<file path="src/rtl/mem_access_unit.sv">
// rtl/mem_access_unit.sv - MEM-stage load/store initiator for the word-addressed data memory
//
// Purpose: accepts one pipeline load/store request at a time and drives the data
// memory. It handles byte/half/word sizing, little-endian lane select, sign or zero
// extension of loads, read-modify-write for sub-word stores, and exception reporting.
//
// Ports:
//   clk, rst                 clock; synchronous active-high reset
//   req_valid / req_ready    request handshake (ready only in IDLE)
//   req_we, req_size,        request fields: store flag, size (00 b, 01 h, 1x w),
//   req_signed, req_addr,    load extension, byte address, right-justified store
//   req_wdata, exception_in  data, upstream exception (nonzero suppresses access)
//   resp_valid               one-cycle completion pulse
//   resp_rdata, exception    load result (0 for stores) and final exception code
//   dm_addr, dm_din, dm_we   memory address, write data, write strobe
//   dm_dout                  combinational memory read data
//
// Build option: define MAU_UNALIGNED_TRAP_EN to trap misaligned accesses with
// EXC_ADEL/EXC_ADES; otherwise misaligned addresses are forced to alignment.

`ifndef TRAP_STALL
`define TRAP_STALL 8'h01
`endif

module mem_access_unit #(
    parameter int          ADDR_W   = 12,
    parameter logic [7:0]  EXC_ADEL = 8'h04,
    parameter logic [7:0]  EXC_ADES = 8'h05
) (
    input  logic              clk,
    input  logic              rst,
    input  logic              req_valid,
    output logic              req_ready,
    input  logic              req_we,
    input  logic [1:0]        req_size,
    input  logic              req_signed,
    input  logic [ADDR_W-1:0] req_addr,
    input  logic [31:0]       req_wdata,
    input  logic [7:0]        exception_in,
    output logic              resp_valid,
    output logic [31:0]       resp_rdata,
    output logic [7:0]        exception,
    output logic [ADDR_W-1:0] dm_addr,
    output logic [31:0]       dm_din,
    output logic              dm_we,
    input  logic [31:0]       dm_dout
);

    typedef enum logic [1:0] {IDLE, ACCESS, WRITE} state_t;

    state_t            state, state_next;
    logic              we_q;
    logic [1:0]        size_q;
    logic              signed_q;
    logic              trap;
    logic [ADDR_W-1:0] addr_eff;
    logic [31:0]       load_ext;
    logic [31:0]       merged;
    logic [7:0]        byte_sel;
    logic [15:0]       half_sel;

`ifdef MAU_UNALIGNED_TRAP_EN
    always_comb begin
        trap     = req_size[1] ? (req_addr[1:0] != 2'b00)
                 : (req_size == 2'b01) ? req_addr[0] : 1'b0;
        addr_eff = req_addr;
    end
`else
    always_comb begin
        trap     = 1'b0;
        addr_eff = req_addr;
        if (req_size[1])
            addr_eff[1:0] = 2'b00;
        else if (req_size == 2'b01)
            addr_eff[0] = 1'b0;
    end
`endif

    assign req_ready = (state == IDLE);

    // Write strobe is combinational so a reset in the same cycle kills the write.
    assign dm_we = ~rst & (((state == ACCESS) && we_q && size_q[1]) || (state == WRITE));

    // Lane extraction and sub-word merge both key off the latched (aligned) address.
    always_comb begin
        byte_sel = dm_dout[{dm_addr[1:0], 3'b000} +: 8];
        half_sel = dm_addr[1] ? dm_dout[31:16] : dm_dout[15:0];
        case (size_q)
            2'b00:   load_ext = {{24{signed_q & byte_sel[7]}}, byte_sel};
            2'b01:   load_ext = {{16{signed_q & half_sel[15]}}, half_sel};
            default: load_ext = dm_dout;
        endcase
        merged = dm_dout;
        if (size_q == 2'b00)
            merged[{dm_addr[1:0], 3'b000} +: 8] = dm_din[7:0];
        else
            merged[{dm_addr[1], 4'b0000} +: 16] = dm_din[15:0];
    end

    always_ff @(posedge clk) begin
        if (rst)
            state <= IDLE;
        else
            state <= state_next;
    end

    always_comb begin
        state_next = state;
        case (state)
            IDLE:
                if (req_valid && (exception_in == 8'h00) && !trap)
                    state_next = ACCESS;
            ACCESS:
                state_next = (we_q && !size_q[1]) ? WRITE : IDLE;
            WRITE:
                state_next = IDLE;
            default:
                state_next = IDLE;
        endcase
    end

    // dm_din doubles as the store-data latch and, for sub-word stores, the merge register.
    always_ff @(posedge clk) begin
        if (rst) begin
            resp_valid <= 1'b0;
            resp_rdata <= 32'h0;
            exception  <= `TRAP_STALL;
            dm_addr    <= '0;
            dm_din     <= 32'h0;
            we_q       <= 1'b0;
            size_q     <= 2'b00;
            signed_q   <= 1'b0;
        end else begin
            resp_valid <= 1'b0;
            case (state)
                IDLE: begin
                    if (req_valid) begin
                        dm_addr  <= addr_eff;
                        dm_din   <= req_wdata;
                        we_q     <= req_we;
                        size_q   <= req_size;
                        signed_q <= req_signed;
                        if (exception_in != 8'h00) begin
                            resp_valid <= 1'b1;
                            resp_rdata <= 32'h0;
                            exception  <= exception_in;
                        end else if (trap) begin
                            resp_valid <= 1'b1;
                            resp_rdata <= 32'h0;
                            exception  <= req_we ? EXC_ADES : EXC_ADEL;
                        end
                    end
                end
                ACCESS: begin
                    if (!we_q) begin
                        resp_valid <= 1'b1;
                        resp_rdata <= load_ext;
                        exception  <= 8'h00;
                    end else if (size_q[1]) begin
                        resp_valid <= 1'b1;
                        resp_rdata <= 32'h0;
                        exception  <= 8'h00;
                    end else begin
                        dm_din <= merged;
                    end
                end
                WRITE: begin
                    resp_valid <= 1'b1;
                    resp_rdata <= 32'h0;
                    exception  <= 8'h00;
                end
                default: ;
            endcase
        end
    end

endmodule
</file>
<file path="config.mk">
export PLATFORM = sky130hd
export DESIGN_NAME = mem_access_unit
export DESIGN_NICKNAME = d
export VERILOG_FILES = /design/src/rtl/mem_access_unit.sv
export SDC_FILE = /design/constraint.sdc
export NUM_CORES = 1
export LEC_CHECK = 0
export CORE_ASPECT_RATIO = 1.5
export CORE_MARGIN = 1
export CORE_UTILIZATION = 40
export CTS_CLUSTER_DIAMETER = 100
export DETAILED_ROUTE_END_ITERATION = 10
export PLACE_DENSITY_LB_ADDON = 0.25
export SLEW_MARGIN = 20
export SYNTH_ARGS = -nofsm -noshare
export SYNTH_HDL_FRONTEND = slang
export SYNTH_SLANG_ARGS = --single-unit
</file>
<file path="constraint.sdc">
create_clock -name clk -period 2 [get_ports clk]
set_input_delay 0.3 -clock clk [delete_from_list [all_inputs] [get_ports clk]]
set_output_delay 0.3 -clock clk [all_outputs]
set_load 0.01 [all_outputs]
</file>
==> run_results.csv <==
group,metric,value,unit
placement,gp_congestion,0.9304,
layout,drive_gt1_frac,0.1901,
worst_setup_path,path_max_fanout,4,
floorplanning,start_util,0.4095,
worst_setup_path,crit_chain,"inv_2, buf_6, ha_4, nor2b_4, or4b_4, a21o_4, buf_6, a21o_1, o2bb2ai_1",
pwr,pwr_density_cell,608.6,nW/um^2
logic_synthesis,synth-edff-count,0,
sta,skew,0.003971,ns
pwr,p_leak,2.941,nW
floorplanning,fp.dieArea,12250,um^2
drt,wl_per_cell,20.66,um
logic_synthesis,netlist_area,4722,um^2
grt,grt_antenna_before_repair,0,
layout,num_antenna_cells,0,
min_path,hold_path_depth,2,
logic_synthesis,synthTopCellsByArea,"dfxtp_1, nand2_1, a21oi_1, a221oi_1, a22o_1",
floorplanning,design.portCount,178,
sta,setup_viol,15,
clock_network,clk_pin_slew,0.07,ns
worst_setup_path,crit_required,2.28,ns
drt,drt_iter0_markers,431,
drt,viasPerCell,5.788,
worst_setup_path,cp-end-kind,"register",
drt,dr_total_vias,5435,
floorplanning,placementRows,48,
floorplanning,core,11530,um^2
min_path,hold_class,"reg2reg",
sta,max_slew.worst_pin.slew,0.4924,ns
grt,grt_overflow,0,
worst_setup_path,reg2regPathDepth,9,
worst_setup_path,critPathSlowestCell,"or4b_4",
grt,grt_use_total,0.3146,
logic_synthesis,yosysWarningCount,0,
logic_synthesis,yosysMostFrequentCell,"dfxtp_1",
drt,wirelength,19400,um
layout,syn_to_final_growth,61.58,%
sta,fmax,491.6,MHz
drt,drtAntennaViolNets,0,
logic_synthesis,avgSynthCellArea,8.402,um^2
clock_network,tritoncts,"yes",
worst_setup_path,crit_arrival,2.31,ns
worst_setup_path,crit_type,"reg2reg",
logic_synthesis,synth_ff_type,"dfxtp_1",
sta,final_max_slew_viol_count,0,
sta,layout_min_cycle_time,2.034,ns
clock_network,cts_max_level,3,
logic_synthesis,synth_top_cell_by_area,"dfxtp_1",
sta,tns,-0.1647,ns
floorplanning,die_y,135.1,um
grt,grt_pass1_vias,5471,
layout,fill_cells,979,
logic_synthesis,synth_cell_type_count,59,
logic_synthesis,ys_async_sr_fraction,0,
pwr,ir_drop,0.0004128,V
outcome,status,"complete, but fails checks",
placement,dp_hpwl,15120,um
logic_synthesis,synth_nets,662,
logic_synthesis,postSynthCellCount,562,
grt,grt_max_degree,35,
clock_network,holdBufCountCts,0,
logic_synthesis,ys_ff_latch,91,
worst_setup_path,slowest_delay,0.52,ns
drt,drc,0,
logic_synthesis,ys_top_cells_by_count,"dfxtp_1, nand2_1, a21oi_1, nor2_1, o21ai_0",
clock_network,clk_latency,0.34,ns
floorplanning,chipWidth,90.72,um
worst_setup_path,critPathMostFrequentCell,"buf_6",
sta,final_hold_viol_count,0,
clock_network,root_buffer,"clkbuf_16",
layout,nets,884,
worst_setup_path,cp-start-kind,"register",
sta,worst_slack,-0.03431,ns
logic_synthesis,ys_seq_area_frac,0.3858,
job,cap_violations,0,
sta,finalCritPeriodShare,1.017,
placement,io_buffer_count,177,
outcome,violations,"negative setup slack",
clock_network,cts_made_buffers,9,
drt,firstDrtPassIters,5,
grt,grt_pass1_wl,29090,um
sta,relSlewSlack,0.6683,
clock_network,cts.path.max_buffers,2,
logic_synthesis,synth.top_cell.area_share,0.3858,
pwr,fin_total_pwr,4.643,mW
sta,rsz0062_at_grt,"yes",
clock_network,clock-sinks,91,
==> metrics by stage <==
stage / util / hold slack [ns] / area (um^2) / instances / setup WS (ns)
2_1_floorplan: - / 0.4291 / 4786 / 562 / -0.01873
3_3_place_gp: 0.6162 / 0.4427 / 7106 / 917 / -0.2280
3_5_place_dp: 0.6162 / 0.4482 / 7106 / 917 / -0.2680
4_1_cts: 0.6509 / 0.4592 / 7506 / 936 / -0.03091
5_1_grt: 0.6617 / 0.4793 / 7630 / 939 / -0.06726
6_report: 0.6617 / 0.4560 / 7630 / 939 / -0.03431
==> critical path: cells and delay by family, from the launching register on <==
| kind | cells | cell delay [ns] |
|---|---|---|
| AO/OA/AOI/OAI | 3 | 0.55 |
| adder cells (fa/ha/maj) | 1 | 0.15 |
| buffers and inverters | 3 | 0.27 |
| flip-flops | 1 | 0.33 |
| AND/OR/NAND/NOR | 2 | 0.66 |
==> cell families (layout without fill, tap and decap cells) <==
| family | Yosys count | count (layout) | share of synthesized area |
|---|---|---|---|
| DFF | 91 | 91 | 0.3858 |
| and+or+nand+nor | 191 | 191 | 0.1979 |
| buffers and inverters | 67 | 294 | 0.06253 |
| muxes | 10 | 10 | 0.02226 |
| AOI/OAI and AO/OA | 194 | 194 | 0.3076 |
| adders and majority gates | 9 | 9 | 0.02385 |
==> power by group <==
group	leakage, nW	total, mW	internal, mW	switching, mW
Sequential	0.747	1.95	1.88	0.0626
Combinational	2.04	0.894	0.468	0.426
Clock	0.155	1.80	1.01	0.798
==> path summary, 6_finish.rpt <==
path | start | end | slack, ns
setup / recovery | state[1]$_SDFFE_PP0P_ | resp_rdata[13]$_SDFFE_PP0P_ | -0.03
setup reg to reg | state[1]$_SDFFE_PP0P_ | resp_rdata[13]$_SDFFE_PP0P_ | -0.03
hold / removal | exception[6]$_SDFFE_PP0P_ | exception[6]$_SDFFE_PP0P_ | 0.46
hold reg to reg | exception[6]$_SDFFE_PP0P_ | exception[6]$_SDFFE_PP0P_ | 0.46
==> layout by cell type, fill, tap and decap left out, types with 9 or more instances in the layout <==
cell type / count
dfxtp_1: 89
a211oi_1: 14
buf_4: 63
nand2_1: 69
inv_1: 20
nand3_1: 19
a221oi_2: 14
nor3_1: 18
buf_6: 9
nor2_1: 43
a22oi_1: 11
o21ai_0: 25
a21oi_1: 43
clkdlybuf4s50_1: 174
o22ai_1: 10
a221o_1: 16
a22o_1: 19
nand2b_1: 9
clkbuf_16: 9
==> area by class of cell <==
class	instances	area [um^2]	area share
Clock buffer	9	225.2	0.02952
Clock inverter	7	87.58	0.01148
Timing Repair Buffer	254	2440	0.3198
Multi-Input combinational cell	404	2770	0.3631
Inverter	24	95.09	0.01246
Sequential cell	91	1824	0.2391
Tap cell	150	187.7	0.02460
==> repair_timing <==
action,in CTS,in global routing
buffers inserted,3,2
pin swaps,6,9
gates cloned,0,1
gates resized for setup,15,23
setup endpoints to repair,36,47
==> state kept, by name, indices dropped and copies added, names as in the netlist, 2 cells and up <==
signal,flops
state,2
size_q,2
exception,8
dm_addr,12
dm_din,32
resp_rdata,32
==> routing by layer <==
layer,vias to the layer above,global-route usage,wire length [um]
li1,2533,-,-
met1,2584,0.3237,7045
met2,257,0.5808,9978
met3,61,0.05856,1215
met4,0,0.1998,1156
met5,-,0,0
Power figures use the tool's default switching activity.
